`src/rtl/pipeline_pkg.sv`:
```
// pipeline_pkg: shared load-width encodings, register constants and the WB register layout.
package pipeline_pkg;
  localparam logic [1:0] WIDTH_WORD = 2'b00;
  localparam logic [1:0] WIDTH_HALF = 2'b01;
  localparam logic [1:0] WIDTH_BYTE = 2'b10;
  localparam logic [4:0] REG_ZERO = 5'd0;
  typedef struct packed {
    logic valid;
    logic regwrite;
    logic memtoreg;
    logic [1:0] width;
    logic unsgn;
    logic [1:0] addr;
    logic [31:0] alu;
    logic [31:0] mem;
    logic [4:0] rdest;
    logic [5:0] opcode;
  } wb_reg_t;
endpackage

```
`src/rtl/load_align.sv`:
```
// load_align: little-endian sub-word extraction with sign/zero extension of load data.
module load_align
  import pipeline_pkg::*;
(
  input  logic [31:0] raw,
  input  logic [1:0]  addr,
  input  logic [1:0]  width,
  input  logic        unsgn,
  output logic [31:0] aligned
);
  logic [15:0] half;
  logic [7:0]  byte_v;
  always_comb begin
    half = addr[1] ? raw[31:16] : raw[15:0];
    byte_v = 8'(raw >> {addr, 3'b000});
    aligned = (width == WIDTH_HALF) ? {{16{~unsgn & half[15]}}, half} :
              (width == WIDTH_BYTE) ? {{24{~unsgn & byte_v[7]}}, byte_v} : raw;
  end
endmodule

```
`src/rtl/write_back_stage.sv`:
```
// write_back_stage: WB pipeline register, load alignment and register-file write port.
// Optional retired-instruction counter enabled by WB_RETIRE_COUNT_EN.
module write_back_stage
  import pipeline_pkg::*;
(
  input  logic        Clock,
  input  logic        Reset,
  input  logic        Valid_MEM,
  input  logic        RegWrite_MEM,
  input  logic        MemToReg_MEM,
  input  logic [1:0]  R_Width_MEM,
  input  logic        Unsigned_MEM,
  input  logic [1:0]  Addr_MEM,
  input  logic [31:0] ALUResult_MEM,
  input  logic [31:0] MemReadData_MEM,
  input  logic [4:0]  rDestSelected_MEM,
  input  logic [5:0]  Opcode_MEM,
  input  logic        Stall_WB,
  input  logic        Flush_WB,
  output logic [4:0]  rDestSelected_ID,
  output logic [31:0] regWriteData,
  output logic        RegWrite,
  output logic [5:0]  Opcode_WB,
  output logic [31:0] Retired_Count
);
  wb_reg_t wb_d, wb_q;
  logic [31:0] load_data;
  always_comb begin
    wb_d = Flush_WB ? '0 : Stall_WB ? wb_q :
           '{valid: Valid_MEM, regwrite: RegWrite_MEM, memtoreg: MemToReg_MEM,
             width: R_Width_MEM, unsgn: Unsigned_MEM, addr: Addr_MEM,
             alu: ALUResult_MEM, mem: MemReadData_MEM,
             rdest: rDestSelected_MEM, opcode: Opcode_MEM};
  end
  always_ff @(posedge Clock) begin
    if (Reset) wb_q <= '0;
    else wb_q <= wb_d;
  end
  load_align u_align (
    .raw(wb_q.mem),
    .addr(wb_q.addr),
    .width(wb_q.width),
    .unsgn(wb_q.unsgn),
    .aligned(load_data)
  );
  assign regWriteData = wb_q.memtoreg ? load_data : wb_q.alu;
  assign RegWrite = wb_q.valid & wb_q.regwrite & (wb_q.rdest != REG_ZERO);
  assign rDestSelected_ID = wb_q.rdest;
  assign Opcode_WB = wb_q.opcode;
`ifdef WB_RETIRE_COUNT_EN
  logic [31:0] cnt_d, cnt_q;
  always_comb cnt_d = cnt_q + {31'b0, Valid_MEM & ~Flush_WB & ~Stall_WB};
  always_ff @(posedge Clock) begin
    if (Reset) cnt_q <= '0;
    else cnt_q <= cnt_d;
  end
  assign Retired_Count = cnt_q;
`else
  assign Retired_Count = '0;
`endif
endmodule
```
`config.mk`:
```
export PLATFORM = sky130hd
export DESIGN_NAME = write_back_stage
export DESIGN_NICKNAME = d
export VERILOG_FILES = /design/src/rtl/pipeline_pkg.sv /design/src/rtl/load_align.sv /design/src/rtl/write_back_stage.sv
export SDC_FILE = /design/constraint.sdc
export NUM_CORES = 1
export LEC_CHECK = 0
export ABC_AREA = 1
export BUFFER_PORTS_ARGS = -buffer_cell sky130_fd_sc_hd__buf_2
export CAP_MARGIN = 40
export CORE_MARGIN = 10
export CORE_UTILIZATION = 45
export DETAILED_ROUTE_END_ITERATION = 10
export GPL_TIMING_DRIVEN = 0
export PLACE_DENSITY = 0.7
export SKIP_CTS_REPAIR_TIMING = 1
export SKIP_LAST_GASP = 1
export SYNTH_ARGS = -nofsm -noshare
export SYNTH_HDL_FRONTEND = slang
export SYNTH_SLANG_ARGS = --single-unit
export TNS_END_PERCENT = 100
```
`constraint.sdc`:
```
create_clock -name Clock -period 2.6 [get_ports Clock]
set_input_delay 0 -clock Clock [delete_from_list [all_inputs] [get_ports Clock]]
set_output_delay 0 -clock Clock [all_outputs]
set_load 0.1 [all_outputs]
```
* Word level (Yosys, flattened, before mapping)
Index checks and enable logic that the tools add are counted.
** Word-level totals
- Register bits after elaboration :: 83
- Input bits :: 87
- Output and inout port bits :: 76
- Word-level logic and storage cells :: 24
** Cells by class
- Equal/unequal tests :: 2
- Shift-type cells :: 1
- Mux-type cells :: 4
- Bitwise logic cells :: 5
- Reductions and logical operators :: 2
** Operators with widths (number)
- 32-bit 2-to-1 mux :: 3
- 32-bit by 5-bit >> shifter with 8-bit output :: 1
- 16-bit 2-to-1 mux :: 1
- 5-bit nonzero test :: 1
- 1-bit AND :: 4
- 2-bit by 1-bit equality test with 1-bit output (second input constant) :: 1
- 2-bit equality test (second input constant) :: 1
- 2-bit OR reduction :: 1
- 1-bit NOT :: 1

* Depth between registers and ports, before layout
Gate-level depths: netlist (run 1).
- Depth in word-level cells :: 5
- Gate-level depth with buffers :: 11

* Cells and area by module
A second synthesis (run 1) with hierarchy kept.
** Unflattened totals
- Cells, all modules :: 763
- Area, all modules :: 5023.6 sq um
** By module, submodules not included
- write_back_stage :: instances 1, cells an instance 516, area an instance 3950.0 sq um
- load_align :: instances 1, cells an instance 247, area an instance 1073.5 sq um

* Worst setup path after synthesis (run 1)
No wires, ideal clock.
- Path kind :: register to output
- From :: reg wb_q[75] (netlist bit)
- To :: out regWriteData[10]
- Arrival time :: 2.518 ns
- Data required time :: 2.600 ns
- Slack :: 0.082 ns
- Stages on the path, launching flop included :: 10
- Path through :: dfxtp_1 > buf_4 > inv_2 > buf_6 > nand2_2 > nand3_2 > nand2_2 > nand3_4 > buf_6 > a21oi_1
** On the way
- Longest elaborated chain between the ends :: 5
** Ends and longest elaborated chain
- start: declaration :: RTL line write_back_stage.sv:26 : wb_reg_t wb_d, wb_q;
- start signal: assignment :: RTL line write_back_stage.sv:37 : else wb_q <= wb_d;
- 32-bit by 5-bit >> shifter with 8-bit output :: RTL line load_align.sv:15 : byte_v = 8'(raw >> {addr, 3'b000});
- 1-bit AND :: RTL line load_align.sv:17 : (width == WIDTH_BYTE) ? {{24{~unsgn & byte_v[7]}}, byte_v} : raw;
- 32-bit 2-to-1 mux :: RTL line load_align.sv:17
- 32-bit 2-to-1 mux :: RTL line load_align.sv:16 : aligned = (width == WIDTH_HALF) ? {{16{~unsgn & half[15]}}, half} :
- 32-bit 2-to-1 mux :: RTL line write_back_stage.sv:46 : assign regWriteData = wb_q.memtoreg ? load_data : wb_q.alu;
- end: declaration :: RTL line write_back_stage.sv:21 : output logic [31:0] regWriteData,
No other way between the ends.

* Worst setup path in the final report (run 1)
- From :: reg wb_q[80] (netlist bit)
- To :: out regWriteData[7]
** On the way
- Longest elaborated chain between the ends :: 1
** Ends and longest elaborated chain (RTL line)
- 32-bit 2-to-1 mux :: write_back_stage.sv:46
No other way between the ends.

==> impl_metrics.py, run 1 <==
metrics = {
    "cts": {
        "cts.htree.levels": 3,
        "clkSlewWorstSetupHoldPaths_ps": 80,
        "cts_tree": "built",
        "numCtsBuffers": 9,
        "cts_sinks": 83,
        "root_buffer": "clkbuf_8",
        "clockBufferDepth": 2,
        "clk-insertion-delay-late_ps": 370,
    },
    "detailed_routing": {
        "wl_per_cell_microns": 15.0,
        "postRouteAntennaNets": 0,
        "dr.pass1.iters": 5,
        "vias_per_cell": 4.74,
        "drtIter0Drc": 264,
        "finalWirelength_microns": 16500,
        "dr_total_vias": 5204,
        "drt_drc_violations_left": 0,
    },
    "floorplanning": {
        "die_w_microns": 121,
        "die_y_microns": 121,
        "pin_count": 163,
        "core_area_sq_um": 9820,
        "num_rows": 36,
        "die-area_sq_um": 14500,
        "start_util_pct": 46.4,
    },
    "grt": {
        "antenna_found_initial": 1,
        "grt_use_total_pct": 20.1,
        "grt_pass1_vias": 4810,
        "grt_max_degree": 14,
        "grt_overflow": 0,
        "grt_pass1_wl_microns": 23900,
    },
    "synthesis": {
        "async_flop_share_pct": 0,
        "ys_ff_latch": 83,
        "yosys_warnings": 0,
        "synthDistinctLibCells": 24,
        "syn_area_sq_um": 4550,
        "avgSynthCellArea_sq_um": 6.46,
        "synthFlopType": "dfxtp_1",
        "synthCells": 705,
        "ys_seq_area_share_pct": 36.5,
        "synth-edff-count": 0,
    },
    "critical_path": {
        "end_kind": "primary output",
        "slowest_delay_ps": 490,
        "path_max_fanout": 10,
        "path_buf_inv": 3,
        "crit_family": "buffers and inverters",
        "path_cells": "buf_2, buf_1, nor2_1, a31oi_1, buf_2",
        "slowest_stage": "buf_2",
        "worstSetupPathType": "reg2out",
        "cp_common_cell": "buf_2",
        "crit_path_start_kind": "flip-flop",
        "worst_ep_required_time_ps": 2600,
        "worst_ep_arrival_time_ps": 2280,
    },
    "sta": {
        "setup_viol_count_final": 0,
        "rsz0062_at_grt": "false",
        "period_share_pct": 87.7,
        "drv_slew": 0,
        "fmax_mhz": 438,
        "tightest_slew_ps": 725,
        "finalSetupTns_ps": 0,
        "skew_ps": 0,
        "hold_viol": 0,
        "relSlewSlack_pct": 51.7,
        "fin_crit_ps": 2280,
    },
    "placed_design": {
        "dp_cells": 998,
        "hpwl_microns": 12000,
        "portBuffers": 129,
        "gp_congestion": 0.903,
    },
    "power_and_ir_drop": {
        "max-vdd-ir-drop_mv": 0.287,
        "p_per_area_nw_per_um2": 530,
        "p_leak_nw": 3.27,
    },
    "layout": {
        "nNetsFinal": 1046,
        "drive_gt1_share_pct": 24.0,
        "area_delta_synth_final_pct": 43.5,
        "instances_no_fill": 1099,
    },
    "outcome": {
        "status": "complete, no violations",
    },
    "min_path": {
        "hold_path.class": "in2reg",
    },
    "run": {
        "maxCapViolCount": 0,
    },
}
[routing by layer]
layer | vias to the layer above | share of wire (%) | GRT usage, %
li1 | 2660 | - | -
met5 | - | 0 | 0
met1 | 2313 | 44 | 25.9
met3 | 32 | 6.8 | 5.30
met2 | 199 | 47 | 31.3
met4 | 0 | 2.5 | 8.22
[Yosys cell counts (3+ instances only)]
master      n  area (sq um)
or2_2      17           106
a21oi_1    94           470
buf_6       3          33.8
nor2_1     63           236
clkbuf_1   25          93.8
nand2_2     3          18.8
inv_1      53           199
inv_2       3          11.3
o21ai_0    18          90.1
buf_2      11          55.1
a211oi_1   23           173
buf_4      45           338
nand2_1   226           848
dfxtp_1    83          1660
buf_1       4          15.0
nand3_1    23           115
[power by group]
part | internal, mW | total (mW) | switching (mW)
Sequential | 1.31 | 1.34 | 0.0289
Combinational | 0.295 | 1.07 | 0.772
Clock | 0.569 | 1.06 | 0.487
Total | 2.18 | 3.47 | 1.29
[tightest hold or removal path, delay by kind of cell]
| family | cells | cell delay [ps] |
|---|---|---|
| AO/OA/AOI/OAI | 1 | 50 |
| buffers and inverters | 2 | 370 |
| AND/OR/NAND/NOR | 1 | 120 |
[final timing paths]
kind / startpoint / to / slack [ps] / depth (start not counted)
hold reg to reg: wb_q[59] / wb_q[59] / 470 / 2
hold / removal: Stall_WB / wb_q[42] / 220 / 4
setup reg to reg: wb_q[80] / wb_q[80] / 1270 / 3
setup / recovery: wb_q[80] / regWriteData[7] / 320 / 5
[logic make-up (layout without fill, tap and decap cells)]
kind of cell	count (synthesis)	count (layout)	share of synthesized area (%)
other	1	34	0.0823
flip-flops	83	83	36.5
AO/OA/AOI/OAI	138	138	16.6
buffers and inverters	146	374	16.5
AND/OR/NAND/NOR	337	337	30.3
[layout by cell type (no fill, tap or decap), types with 3 or more instances in the layout]
cell,netlist,final
a211oi_1,23,23
a21oi_1,94,94
buf_1,4,4
buf_2,11,140
buf_4,45,45
buf_6,3,3
clkbuf_1,25,27
clkbuf_8,0,10
conb_1,1,32
dfxtp_1,83,83
dlygate4sd3_1,0,83
inv_1,53,53
inv_2,3,3
nand2_1,226,226
nand2_2,3,3
nand3_1,23,23
nor2_1,63,63
o21ai_0,18,18
or2_2,17,17
[through the flow]
| stage | power, mW | utilization [%] | area [sq um] | worst slack, ps | hold slack (ps) |
|---|---|---|---|---|---|
| after global placement | 2.32 | 55.8 | 5480 | 702 | 249 |
| after global routing | 3.59 | 66.6 | 6540 | 193 | 261 |
| final | 3.47 | 66.6 | 6540 | 319 | 222 |
| after floorplan | 2.14 | - | 4670 | 81.6 | 145 |
| after detailed placement | 2.33 | 55.8 | 5480 | 739 | 256 |
| after CTS | 3.36 | 58.1 | 5700 | 334 | -136 |
[registers in the layout, indices dropped and copies added, names as in the netlist]
register,count
Opcode_WB,6
rDestSelected_ID,5
wb_q,72
[cell type report]
cell class	instances	area, sq um
antenna	2	5.00
buffer	88	536
clock buffer	12	145
clock inverter	4	73.8
fill	908	3280
inverter	58	218
multi-input combinational	507	2260
sequential	83	1660
tap	133	166
timing repair buffer	212	1480
Power figures use the tool's default switching activity.
==> run 2, diff against run 1 <==
Settings changed: PLACE_DENSITY 0.7 to 0.73.
==> run 2 against run 1 <==
Net effect: the flow now finishes with violations (negative hold slack); routed wire length shrank 6.5%; highest routed layer unchanged; largest power group unchanged; maximum frequency grew 1.7%; sequential share of layout area shrank 0.097 points; first-iteration DRC count grew 30%.
==> impl_metrics.py, run 2 (synthesized netlist as in run 1, its figures left out) <==
metrics = {
    "min_path": {
        "hp-start": "MemReadData_MEM[23]",
        "hold_path.class": "in2reg",
    },
    "power_and_ir_drop": {
        "clkPwrFrac_pct": 33.0,
        "seqPwrFrac_pct": 37.4,
        "intPower_mw": 2.30,
        "swShare_pct": 35.8,
        "pwr-share-comb_pct": 29.6,
        "p_per_area_nw_per_um2": 547,
        "p_leak_nw": 3.29,
        "power.switching_mw": 1.29,
        "max-vdd-ir-drop_mv": 0.311,
    },
    "layout": {
        "final_util_pct": 66.8,
        "area_delta_synth_final_pct": 44.1,
        "drive_gt1_share_pct": 24.2,
        "diodes": 0,
        "final_common_cell": "nand2_1",
        "fill_cells": 889,
        "nNetsFinal": 1045,
        "final_cell_mix": "nand2_1, buf_2, a21oi_1, dfxtp_1, dlygate4sd3_1",
        "register_area_sq_um": 1660,
        "regMostFlops": "wb_q",
        "multi_input_area_sq_um": 2260,
        "largest_register_ffs": 72,
        "instances_no_fill": 1096,
    },
    "critical_path": {
        "cp-startpoint": "wb_q[80]",
        "crit_path_start_kind": "flip-flop",
        "slowest_stage": "buf_2",
        "cp_common_cell": "buf_2",
        "slowest_delay_ps": 480,
        "worstSetupPathType": "reg2out",
        "crit_family": "buffers and inverters",
        "path_cells": "buf_2, buf_1, nor2_1, a31oi_1, buf_2",
        "worstReg2RegStart": "wb_q[80]",
        "worst_ep_arrival_time_ps": 2240,
        "path_buf_inv": 3,
        "worst_ep_required_time_ps": 2600,
        "end_kind": "primary output",
        "path_max_fanout": 10,
    },
    "floorplanning": {
        "core_area_sq_um": 9820,
        "die_y_microns": 121,
        "die_w_microns": 121,
        "pin_count": 163,
        "num_rows": 36,
        "start_util_pct": 46.4,
        "die-area_sq_um": 14500,
    },
    "run": {
        "maxCapViolCount": 0,
    },
    "placed_design": {
        "gp_congestion": 0.959,
        "post-place-ws_ps": 801,
        "dp_cells": 998,
        "hpwl_microns": 11200,
        "portBuffers": 129,
    },
    "detailed_routing": {
        "dr_total_vias": 5066,
        "drt_drc_violations_left": 0,
        "wl_per_cell_microns": 14.1,
        "vias_per_cell": 4.62,
        "drtIter0Drc": 343,
        "postRouteAntennaNets": 0,
        "dr.pass1.iters": 5,
        "finalWirelength_microns": 15400,
    },
    "sta": {
        "fin_crit_ps": 2240,
        "relSlewSlack_pct": 55.2,
        "hold_viol": 1,
        "period_share_pct": 86.2,
        "tightest_slew_ps": 671,
        "skew_ps": 0,
        "layout_setup_ws_ps": 358,
        "setup_viol_count_final": 0,
        "rsz0062_at_grt": "false",
        "fin_hold_ws_ps": -43.4,
        "finalSetupTns_ps": 0,
        "drv_slew": 0,
        "fmax_mhz": 446,
    },
    "cts": {
        "clkSlewWorstSetupHoldPaths_ps": 80,
        "clk-insertion-delay-late_ps": 370,
        "clockBufferDepth": 2,
        "numCtsBuffers": 9,
        "cts.htree.levels": 3,
        "cts_sinks": 83,
        "root_buffer": "clkbuf_8",
        "cts_tree": "built",
    },
    "grt": {
        "grt_use_total_pct": 18.6,
        "use_met3_pct": 5.07,
        "use_met2_pct": 30.4,
        "grt.busiest_layer": "met2",
        "grt_pass1_vias": 4495,
        "antenna_found_initial": 0,
        "grt_overflow": 0,
        "grt_max_degree": 15,
        "met1_usage_pct": 23.3,
        "grt_pass1_wl_microns": 22200,
    },
    "outcome": {
        "status": "complete, but fails checks",
        "violations": "negative hold slack",
    },
}
==> run 2: power groups by stage <==
stage / clock (mW) / combinational, mW / sequential [mW]
3_5_place_dp: 0 / 0.952 / 1.37
3_3_place_gp: 0 / 0.948 / 1.37
2_1_floorplan: 0 / 0.778 / 1.36
6_report: 1.19 / 1.06 / 1.34
4_1_cts: 1.18 / 0.954 / 1.34
5_1_grt: 1.23 / 1.13 / 1.35
==> run 2: layout make-up <==
type / count / share of cell area [%]
Multi-Input combinational cell: 507 / 34.4
Sequential cell: 83 / 25.3
Timing Repair Buffer: 211 / 22.3
Buffer: 88 / 8.16
Inverter: 58 / 3.32
Tap cell: 133 / 2.54
Clock buffer: 11 / 2.31
Clock inverter: 5 / 1.64
==> run 2: through the flow <==
step                      instance area, sq um  total power, mW
after floorplan                           4670             2.14
after global placement                    5480             2.32
after detailed placement                  5480             2.32
after CTS                                 5740             3.48
after global routing                      6560             3.71
final                                     6560             3.59
==> run 2: final timing paths <==
check / endpoint / slack, ps / depth (start not counted)
worst max-delay path: regWriteData[7] / 360 / 5
worst max register to register: wb_q[80] / 1270 / 3
worst min-delay path: wb_q[34] / -40 / 3
worst min register to register: wb_q[69] / 460 / 2
==> run 2: worst reg2reg max path: stages, from the launching register on <==
cell and delay, ps:
dfxtp_1 360, buf_2 240, clkinv_1 300, a211oi_1 340
==> run 2: per-layer routing <==
metal / share of wire [%] / routed length, microns
met5: 0 / 0
met4: 1.5 / 232
met3: 7.1 / 1100
met2: 48 / 7390
met1: 44 / 6730
